`src/rtl/led_pwm_pkg.sv`:
```
`default_nettype none
// ============================================================================
// Module      : led_pwm_pkg
// Description : Shared constants and helpers for the LED PWM driver.
// Revision    : 1.0 - initial release
// ============================================================================
package led_pwm_pkg;

    localparam int NUM_LEDS              = 4;
    localparam int SEL_W                 = 2;
    localparam int DEFAULT_WIDTH         = 8;
    localparam int DEFAULT_PRESCALE      = 4;
    localparam int DEFAULT_BLINK_PERIODS = 16;

    // Counter width for a modulus of n, never narrower than one bit.
    function automatic int cnt_width(input int n);
        return (n > 1) ? $clog2(n) : 1;
    endfunction

endpackage
`default_nettype wire

```
`src/rtl/led_pwm_driver_channel.sv`:
```
`default_nettype none
// ============================================================================
// Module      : pwm_channel
// Description : One PWM channel: pending/active brightness, compare and
//               registered LED output.
// Revision    : 1.0 - initial release
// ============================================================================
module pwm_channel
    import led_pwm_pkg::*;
#(
    parameter int WIDTH = DEFAULT_WIDTH
) (
    input  logic             i_clk,
    input  logic             i_rst,
    input  logic             i_wr_en,
    input  logic [WIDTH-1:0] i_wr_level,
    input  logic             i_load,
    input  logic [WIDTH-1:0] i_pwm_cnt,
    input  logic             i_blank,
    output logic             o_led
);

    logic [WIDTH-1:0] r_pending;
    logic [WIDTH-1:0] r_active;
    logic             w_on;

    // All-ones is forced fully on so the top level reaches 100% duty.
    assign w_on = (r_active == {WIDTH{1'b1}}) || (i_pwm_cnt < r_active);

    always_ff @(posedge i_clk or posedge i_rst) begin
        if (i_rst) begin
            r_pending <= '0;
            r_active  <= '0;
            o_led     <= 1'b0;
        end else begin
            if (i_wr_en) begin
                r_pending <= i_wr_level;
            end
            // A write landing on the load cycle goes straight to active.
            if (i_load) begin
                r_active <= i_wr_en ? i_wr_level : r_pending;
            end
            o_led <= w_on & ~i_blank;
        end
    end

endmodule
`default_nettype wire

```
`src/rtl/led_pwm_driver.sv`:
```
`default_nettype none
// ============================================================================
// Module      : led_pwm_driver
// Description : Four-channel LED PWM driver with period-aligned level updates.
//               Optional blink support when LED_PWM_BLINK_EN is defined.
// Revision    : 1.0 - initial release
// ============================================================================
module led_pwm_driver
    import led_pwm_pkg::*;
#(
    parameter int WIDTH         = DEFAULT_WIDTH,
    parameter int PRESCALE      = DEFAULT_PRESCALE,
    parameter int BLINK_PERIODS = DEFAULT_BLINK_PERIODS
) (
    input  logic                i_clk,
    input  logic                i_rst,
    input  logic                i_wr_en,
    input  logic [SEL_W-1:0]    i_wr_sel,
    input  logic [WIDTH-1:0]    i_wr_level,
`ifdef LED_PWM_BLINK_EN
    input  logic [NUM_LEDS-1:0] i_blink,
`endif
    output logic [NUM_LEDS-1:0] o_leds,
    output logic                o_period_start
);

    localparam int PRE_W = cnt_width(PRESCALE);

    logic [PRE_W-1:0]    r_pre_cnt;
    logic [WIDTH-1:0]    r_pwm_cnt;
    logic                w_tick;
    logic                w_load;
    logic [NUM_LEDS-1:0] w_blank;
    logic [NUM_LEDS-1:0] w_wr_en;

    assign w_tick = (r_pre_cnt == PRE_W'(PRESCALE - 1));
    assign w_load = w_tick && (r_pwm_cnt == {WIDTH{1'b1}});

    always_ff @(posedge i_clk or posedge i_rst) begin
        if (i_rst) begin
            r_pre_cnt      <= '0;
            r_pwm_cnt      <= '0;
            o_period_start <= 1'b0;
        end else begin
            r_pre_cnt      <= w_tick ? '0 : r_pre_cnt + 1'b1;
            if (w_tick) begin
                r_pwm_cnt <= r_pwm_cnt + 1'b1;
            end
            o_period_start <= (r_pwm_cnt == '0) && (r_pre_cnt == '0);
        end
    end

`ifdef LED_PWM_BLINK_EN
    localparam int BLK_W = cnt_width(BLINK_PERIODS);

    logic [BLK_W-1:0]    r_blink_cnt;
    logic                r_blink_off;
    logic [NUM_LEDS-1:0] r_blink_mask;

    // Phase and mask only move on load events so a period is never split.
    always_ff @(posedge i_clk or posedge i_rst) begin
        if (i_rst) begin
            r_blink_cnt  <= '0;
            r_blink_off  <= 1'b0;
            r_blink_mask <= '0;
        end else if (w_load) begin
            r_blink_mask <= i_blink;
            if (r_blink_cnt == BLK_W'(BLINK_PERIODS - 1)) begin
                r_blink_cnt <= '0;
                r_blink_off <= ~r_blink_off;
            end else begin
                r_blink_cnt <= r_blink_cnt + 1'b1;
            end
        end
    end

    assign w_blank = r_blink_off ? r_blink_mask : '0;
`else
    assign w_blank = '0;
`endif

    for (genvar n = 0; n < NUM_LEDS; n++) begin : g_chan
        assign w_wr_en[n] = i_wr_en && (i_wr_sel == SEL_W'(n));

        pwm_channel #(
            .WIDTH (WIDTH)
        ) u_chan (
            .i_clk      (i_clk),
            .i_rst      (i_rst),
            .i_wr_en    (w_wr_en[n]),
            .i_wr_level (i_wr_level),
            .i_load     (w_load),
            .i_pwm_cnt  (r_pwm_cnt),
            .i_blank    (w_blank[n]),
            .o_led      (o_leds[n])
        );
    end

endmodule
`default_nettype wire

```
`config.mk`:
```
export PLATFORM = sky130hd
export DESIGN_NAME = led_pwm_driver
export DESIGN_NICKNAME = d
export VERILOG_FILES = /design/src/rtl/led_pwm_pkg.sv /design/src/rtl/led_pwm_driver_channel.sv /design/src/rtl/led_pwm_driver.sv
export SDC_FILE = /design/constraint.sdc
export NUM_CORES = 1
export LEC_CHECK = 0
export BUFFER_PORTS_ARGS = -buffer_cell sky130_fd_sc_hd__clkbuf_2
export CORE_ASPECT_RATIO = 1.5
export CORE_MARGIN = 3
export CORE_UTILIZATION = 61
export CTS_CLUSTER_SIZE = 8
export DETAILED_ROUTE_END_ITERATION = 6
export PLACE_DENSITY = 0.79
export SLEW_MARGIN = 20
export SYNTH_ARGS = -nofsm -noshare
export SYNTH_HDL_FRONTEND = slang
export SYNTH_HIERARCHICAL = 1
export SYNTH_SLANG_ARGS = --single-unit
export TNS_END_PERCENT = 10
```
`constraint.sdc`:
```
create_clock -name i_clk -period 8.29 [get_ports i_clk]
set_clock_uncertainty 0.1 [all_clocks]
set_input_delay 1.2435 -clock i_clk [delete_from_list [all_inputs] [get_ports i_clk]]
set_output_delay 1.2435 -clock i_clk [all_outputs]
set_load 0.05 [all_outputs]
```
==> reports/results.ini, run 1 <==
[outcome]
outcome=finished, final reports clean

[cells_and_area]
multi_input_comb_area_sq_um=1650
drive_above_1_share=0.236
diodes=0
stdcell_area_sq_um=4180
area.growth.synth_to_final_pct=10.6
layoutNonFillerInstCount=437
final_nets=405
seq_area_sq_um=1980
n_fill_cell=447

[grt]
antenna_found_initial=0
globalRouteOverflowTotal=0
grt_util_met1=0.278
grt_pass1_wl_microns=12900
grt_use_met3=0.0620
grt_usage=0.244
grt_pass1_vias=2670
busiest_layer=met2
grt_max_degree=61
met2_usage=0.421

[clock_tree]
holdBufCountCts=0
cts-resized-gates=0
clkSinkCount=79
root_buffer=clkbuf_8
numCtsBuffers=9
cts_tree=done
cts.clk_slew.worst_paths_ns=0.08
clk_latency_ns=0.36
cts_buffer_depth=2
h-tree-depth=3
post_cts_buffers=0

[route]
drtIter0Drc=211
drc=0
first_pass_iters=4
wl_per_cell_microns=17.8
ant_nets=0
vias=2538
routed_wl_microns=7790
vias_per_cell=5.81

[sta]
finalCriticalPeriod_ns=2.50
whs_ns=0.383
tightest_slew_ns=0.700
setup_viol=0
timing.fmax_mhz=400
max-slew-margin-rel=0.531
final_hold_viol_count=0
tns_ns=0
rsz0062_at_grt=false
period_share=0.301
slew_violations=0

[place]
dp_hpwl_microns=5540
gp_congestion=0.822
portBuffers=17
postPlaceCellArea_sq_um=3960
dpl.cell_count=421

[synth]
yosysTopAreaCellShare=0.524
yosys_warnings=6
syn_inst=333
syn_avg_cell_area_sq_um=11.3
yosysUniqueCellTypes=27
ys_ff_latch=79
async_flop_share=1.00
synthesis.area_sq_um=3780
synth_area_leaders=dfrtp_1, mux2_2, ha_1
yosysSeqAreaShare=0.524
yosys.area.top_type=dfrtp_1
synth_edf_count=0
synth-main-ff-cell=dfrtp_1

[setup_path]
max_stage_delay_ns=0.61
worstPathMaxFanout=8
crit_chain=clkbuf_2 > nor3b_2 > mux2_2 > mux2_2
worstSetupEndpointType=register
cp_top_family=multiplexers
cp.required_ns=8.43
cp_num_buf_inv=1
cp-start-kind=input pin
crit_top_cell=mux2_2
worstPathArrival_ns=2.64
slowest_stage=nor3b_2
path_class=input pin to register

[pwr]
power_density_nw_per_um2=191
power_w=0.000798
ir_drop_uv=161
p_leak_nw=2.04

[die]
fp.dieH_microns=102
dieWidth_microns=70.2
fp-row-count=34
placeableCoreArea_sq_um=5910
start_util=0.639
die-area_sq_um=7190
ios=18

[flow_run]
max_cap_viol_count=0

[worst_hold_path]
hold_path_class=register to register

-- where the power goes --
part	total, W	switching [W]	internal (W)	leakage [nW]
registers	0.000423	0.00000753	0.000415	0.865
clock network	0.000313	0.000144	0.000170	0.105
logic	0.0000626	0.0000345	0.0000281	1.07
-- worst register-to-register path, delay by kind of cell (launching register included) --
family / cells / cell delay [ns]
buffers and inverters: 1 / 0.49
AND/OR/NAND/NOR: 2 / 0.37
adder cells (fa/ha/maj): 1 / 0.27
multiplexers: 1 / 0.43
flip-flops: 1 / 0.62
-- sequential cells by signal (all words and copies together), names as in the netlist --
signal	count
g_chan.u_chan/o_led	4
g_chan.u_chan/r_active	32
g_chan.u_chan/r_pending	32
o_period_start	1
r_pre_cnt	2
r_pwm_cnt	8
-- placed cells by master (no fill, tap or decap), drive strengths merged, types with 5 or more instances in the layout --
cell    instances
nand3           5
inv            38
nand2          36
nand4          10
xnor2           5
clkbuf         26
nor3            5
ha             32
mux2           36
or4             5
dfrtp          79
o21ai          33
nor2            8
conb            8
-- area by class of cell --
| class | instances | share of cell area |
|---|---|---|
| flip-flops and latches | 79 | 0.473 |
| clock buffers | 9 | 0.0296 |
| well taps | 72 | 0.0216 |
| repair buffers | 18 | 0.0222 |
| multi-input cells | 214 | 0.396 |
| clock inverters | 7 | 0.0234 |
| inverters | 38 | 0.0341 |
-- metal layers --
metal,share of wire,up-vias
met5,0,-
met4,0.037,0
met3,0.040,22
met2,0.52,50
met1,0.41,1268
li1,-,1198
-- cells by family after synthesis --
| logic type | after synthesis | share of synthesized area |
|---|---|---|
| AND/OR/NAND/NOR | 82 | 0.107 |
| flip-flops | 79 | 0.524 |
| AO/OA/AOI/OAI | 49 | 0.0901 |
| buffers and inverters | 47 | 0.0484 |
| multiplexers | 36 | 0.107 |
| adder cells (fa/ha/maj) | 32 | 0.106 |
| XOR/XNOR | 7 | 0.0162 |
| other | 1 | 0.000993 |
-- stage by stage --
| step | setup WS, ns | util |
|---|---|---|
| 2_1_floorplan | 5.33 | - |
| 3_3_place_gp | 5.01 | 0.668 |
| 3_5_place_dp | 5.43 | 0.669 |
| 4_1_cts | 5.82 | 0.707 |
| 5_1_grt | 5.72 | 0.707 |
| 6_report | 5.79 | 0.707 |
-- synthesized netlist by cell type (all sizes together), types with 5 or more instances --
master,number
mux2,36
inv,38
dfrtp,79
ha,32
xnor2,5
nand4,10
nand3,5
nand2,36
nor2,8
buf,5
nor3,5
o21ai,33
or4,5
-- path summary, 6_finish.rpt --
check / from / end / slack (ns) / cells after the start
max in group asynchronous: i_rst / g_chan[3].u_chan/r_pending[1]$_DFF_PP0_ / 6.75 / 2
min in group asynchronous: i_rst / r_pwm_cnt[1]$_DFFE_PP0N_ / 0.84 / 2
max: i_wr_sel[1] / g_chan[0].u_chan/r_active[0]$_DFFE_PP0P_ / 5.79 / 4
min reg2reg: r_pre_cnt[0]$_DFF_PP0_ / r_pre_cnt[0]$_DFF_PP0_ / 0.38 / 1
max reg2reg: r_pwm_cnt[1]$_DFFE_PP0N_ / g_chan[2].u_chan/r_active[0]$_DFFE_PP0P_ / 5.89 / 5
min: r_pre_cnt[0]$_DFF_PP0_ / r_pre_cnt[0]$_DFF_PP0_ / 0.38 / 1
Power figures use the tool's default switching activity.
==> run 2, diff against run 1 <==
--- a/config.mk
+++ b/config.mk
@@ -8,10 +8,10 @@
 export BUFFER_PORTS_ARGS = -buffer_cell sky130_fd_sc_hd__clkbuf_2
 export CORE_ASPECT_RATIO = 1.5
 export CORE_MARGIN = 3
-export CORE_UTILIZATION = 61
+export CORE_UTILIZATION = 55
 export CTS_CLUSTER_SIZE = 8
 export DETAILED_ROUTE_END_ITERATION = 6
-export PLACE_DENSITY = 0.79
+export PLACE_DENSITY = 0.75
 export SLEW_MARGIN = 20
 export SYNTH_ARGS = -nofsm -noshare
 export SYNTH_HDL_FRONTEND = slang
==> constraint.sdc (replaced) <==
create_clock -name i_clk -period 2.2 [get_ports i_clk]
set_clock_uncertainty 0.1 [all_clocks]
set_input_delay 0.33 -clock i_clk [delete_from_list [all_inputs] [get_ports i_clk]]
set_output_delay 0.33 -clock i_clk [all_outputs]
set_load 0.05 [all_outputs]
==> reports/results.ini, run 2 (synthesis gave the netlist of run 1 again) <==
[die]
die-area_sq_um=7920  ; was 7190 sq um
fp-row-count=36  ; was 34
dieWidth_microns=73.7  ; was 70.2 microns
placeableCoreArea_sq_um=6580  ; was 5910 sq um
start_util=0.574  ; was 0.639
ios=18  ; unchanged
fp.dieH_microns=107  ; was 102 microns

[setup_path]
r2r_start=r_pwm_cnt[2]$_DFFE_PP0N_  ; was r_pwm_cnt[1]$_DFFE_PP0N_
crit_chain=nand3_1 > nor4_4 > buf_12 > buf_4 > o21ai_0  ; was clkbuf_2 > nor3b_2 > mux2_2 > mux2_2
timing.rr.end=g_chan[1].u_chan/r_active[4]$_DFFE_PP0P_  ; was g_chan[2].u_chan/r_active[0]$_DFFE_PP0P_
worstPathMaxFanout=48  ; was 8
worstSetupEndpointType=register  ; unchanged
path_class=register to register  ; was input pin to register
cp_top_family=flip-flops  ; was multiplexers
max_stage_delay_ns=0.55  ; was 0.61 ns
worstPathArrival_ns=2.04  ; was 2.64 ns
cp.required_ns=2.31  ; was 8.43 ns
slowest_stage=dfrtp_1  ; was nor3b_2
crit_end=g_chan[1].u_chan/r_active[4]$_DFFE_PP0P_  ; was g_chan[0].u_chan/r_active[0]$_DFFE_PP0P_
cp_num_buf_inv=2  ; was 1
reg2reg_slack_ns=0.27  ; was 5.89 ns
cp-start-kind=register  ; was input pin
ff2ff_path_depth=5  ; unchanged
worstSetupStartpoint=r_pwm_cnt[2]$_DFFE_PP0N_  ; was i_wr_sel[1]
cp.depth=5  ; was 4

[sta]
period_share=0.878
tightest_slew_ns=0.658  ; was 0.700 ns
timing.fmax_mhz=518
rsz0062_at_grt=false  ; unchanged
setup_viol=0  ; unchanged
max-slew-margin-rel=0.561  ; was 0.531
tns_ns=0  ; unchanged
setup_slack_ns=0.269  ; was 5.79 ns
slew_violations=0  ; unchanged
final_hold_viol_count=0  ; unchanged
finalCriticalPeriod_ns=1.93

[grt]
met2_usage=0.364  ; was 0.421
grt_max_degree=49  ; was 61
grt_usage=0.221  ; was 0.244
grt_pass1_wl_microns=13000  ; was 12,900 microns
grt_pass1_vias=2671  ; was 2,670
globalRouteOverflowTotal=0  ; unchanged
grt_util_met1=0.275  ; was 0.278
grt_use_met3=0.0505  ; was 0.0620
busiest_layer=met2  ; unchanged
antenna_found_initial=0  ; unchanged

[route]
routed_wl_microns=7720  ; was 7790 microns
drtIter0Drc=156  ; was 211
drc=0  ; unchanged
vias=2538  ; unchanged
wl_per_cell_microns=17.1  ; was 17.8 microns
vias_per_cell=5.62  ; was 5.81
first_pass_iters=4  ; unchanged
ant_nets=0  ; unchanged

[pwr]
power_density_nw_per_um2=651  ; was 191 nW/um^2
cell_internal_pwr_w=0.00210  ; was 0.000613 W
p_seq_frac=0.577  ; was 0.529
power_w=0.00276  ; was 0.000798 W
pwr-share-clk=0.336  ; was 0.392
power_frac_comb=0.087  ; was 0.078
ir_drop_uv=388  ; was 161 uV
p_switching_w=0.000654  ; was 0.000186 W
sw_frac_of_total=0.237  ; was 0.232
p_leak_nw=2.10  ; was 2.04 nW

[place]
dp_hpwl_microns=5650  ; was 5540 microns
preCtsSetupSlack_ns=0.324  ; was 5.43 ns
portBuffers=17  ; unchanged
gp_congestion=0.811  ; was 0.822

[clock_tree]
cts_tree=done  ; unchanged
clkSinkCount=79  ; unchanged
cts.clk_slew.worst_paths_ns=0.08  ; about the same
clk_latency_ns=0.34  ; was 0.36 ns
numCtsBuffers=9  ; unchanged
cts-resized-gates=0  ; unchanged
root_buffer=clkbuf_8  ; unchanged
h-tree-depth=3  ; unchanged
cts_buffer_depth=2  ; unchanged

[cells_and_area]
drive_above_1_share=0.250  ; was 0.236
multi_input_comb_area_sq_um=1660  ; was 1650 sq um
n_fill_cell=527  ; was 447
final_nets=417  ; was 405
area.growth.synth_to_final_pct=12.1  ; was 10.6%
layout_commonest_cell=dfrtp_1  ; unchanged
seq_area_sq_um=1980  ; unchanged
top_regs=g_chan.u_chan/r_active x32, g_chan.u_chan/r_pending x32, r_pwm_cnt x8  ; unchanged
final_cell_mix=dfrtp_1, inv_1, nand2_1, mux2_2, o21ai_0  ; unchanged
diodes=0  ; unchanged

[worst_hold_path]
hold_path_class=input pin to register  ; was register to register
min_from=i_wr_level[2]  ; was r_pre_cnt[0]$_DFF_PP0_

[outcome]
outcome=finished, final reports clean  ; unchanged

[flow_run]
max_cap_viol_count=0  ; unchanged

==> run 2: changes by cell type in the layout (fill, tap and decap cells not counted), sizes merged <==
cell,before,now
bufinv,2,0
clkbuf,26,28
buf,1,12
clkinvlp,2,1
dlygate4sd3,0,1
==> run 2: cell type report <==
type	count	area share
tap	76	0.0225
sequential	79	0.467
multi-input combinational	214	0.392
timing repair buffer	30	0.0467
clock buffer	11	0.0334
inverter	38	0.0337
clock inverter	4	0.00532
==> run 2: power by group through the flow <==
stage / sequential (W) / clock [W] / combinational (W)
after global placement: 0.00161 / 0 / 0.000235
after floorplan: 0.00162 / 0 / 0.000165
final: 0.00159 / 0.000927 / 0.000240
after global routing: 0.00160 / 0.00102 / 0.000266
after CTS: 0.00159 / 0.000954 / 0.000244
after detailed placement: 0.00162 / 0 / 0.000241
==> run 2: timing repair <==
item                                    in CTS  in global routing
buffers inserted                             0                  0
endpoints found under the hold margin       11                  0
endpoints found under the setup margin       0                  0
hold buffers                                 1                  0
==> run 2: per-stage QoR <==
| stage | hold WS [ns] | util | cell area, sq um | cells |
|---|---|---|---|---|
| after floorplan | 0.0824 | - | 3820 | 340 |
| after global placement | 0.295 | 0.617 | 4060 | 436 |
| after detailed placement | 0.314 | 0.617 | 4060 | 436 |
| after CTS | 0.205 | 0.644 | 4230 | 452 |
| after global routing | 0.219 | 0.644 | 4230 | 452 |
| final | 0.222 | 0.644 | 4230 | 452 |
==> run 2: metal layers <==
layer  up-vias  share of wire
li1       1221              -
met1      1260           0.43
met2        44           0.51
met3        13          0.030
met4         0          0.027
met5         -              0
==> run 2: worst register-to-register path, stage by stage (launching register included) <==
cell	delay (ns)
dfrtp_1	0.55
nand3_1	0.18
nor4_4	0.35
buf_12	0.26
buf_4	0.23
o21ai_0	0.13
==> run 2: worst min-delay path by stage <==
stage / to / slack (ns) / depth (start not counted)
final: g_chan[2].u_chan/r_pending[2]$_DFF_PP0_ / 0.22 / 2
after global routing: g_chan[3].u_chan/r_pending[0]$_DFF_PP0_ / 0.22 / 2
after CTS: g_chan[0].u_chan/r_pending[2]$_DFF_PP0_ / 0.20 / 2
after detailed placement: r_pre_cnt[1]$_DFF_PP0_ / 0.31 / 2
after global placement: o_period_start$_DFF_PP0_ / 0.29 / 2
after floorplan: o_period_start$_DFF_PP0_ / 0.08 / 1
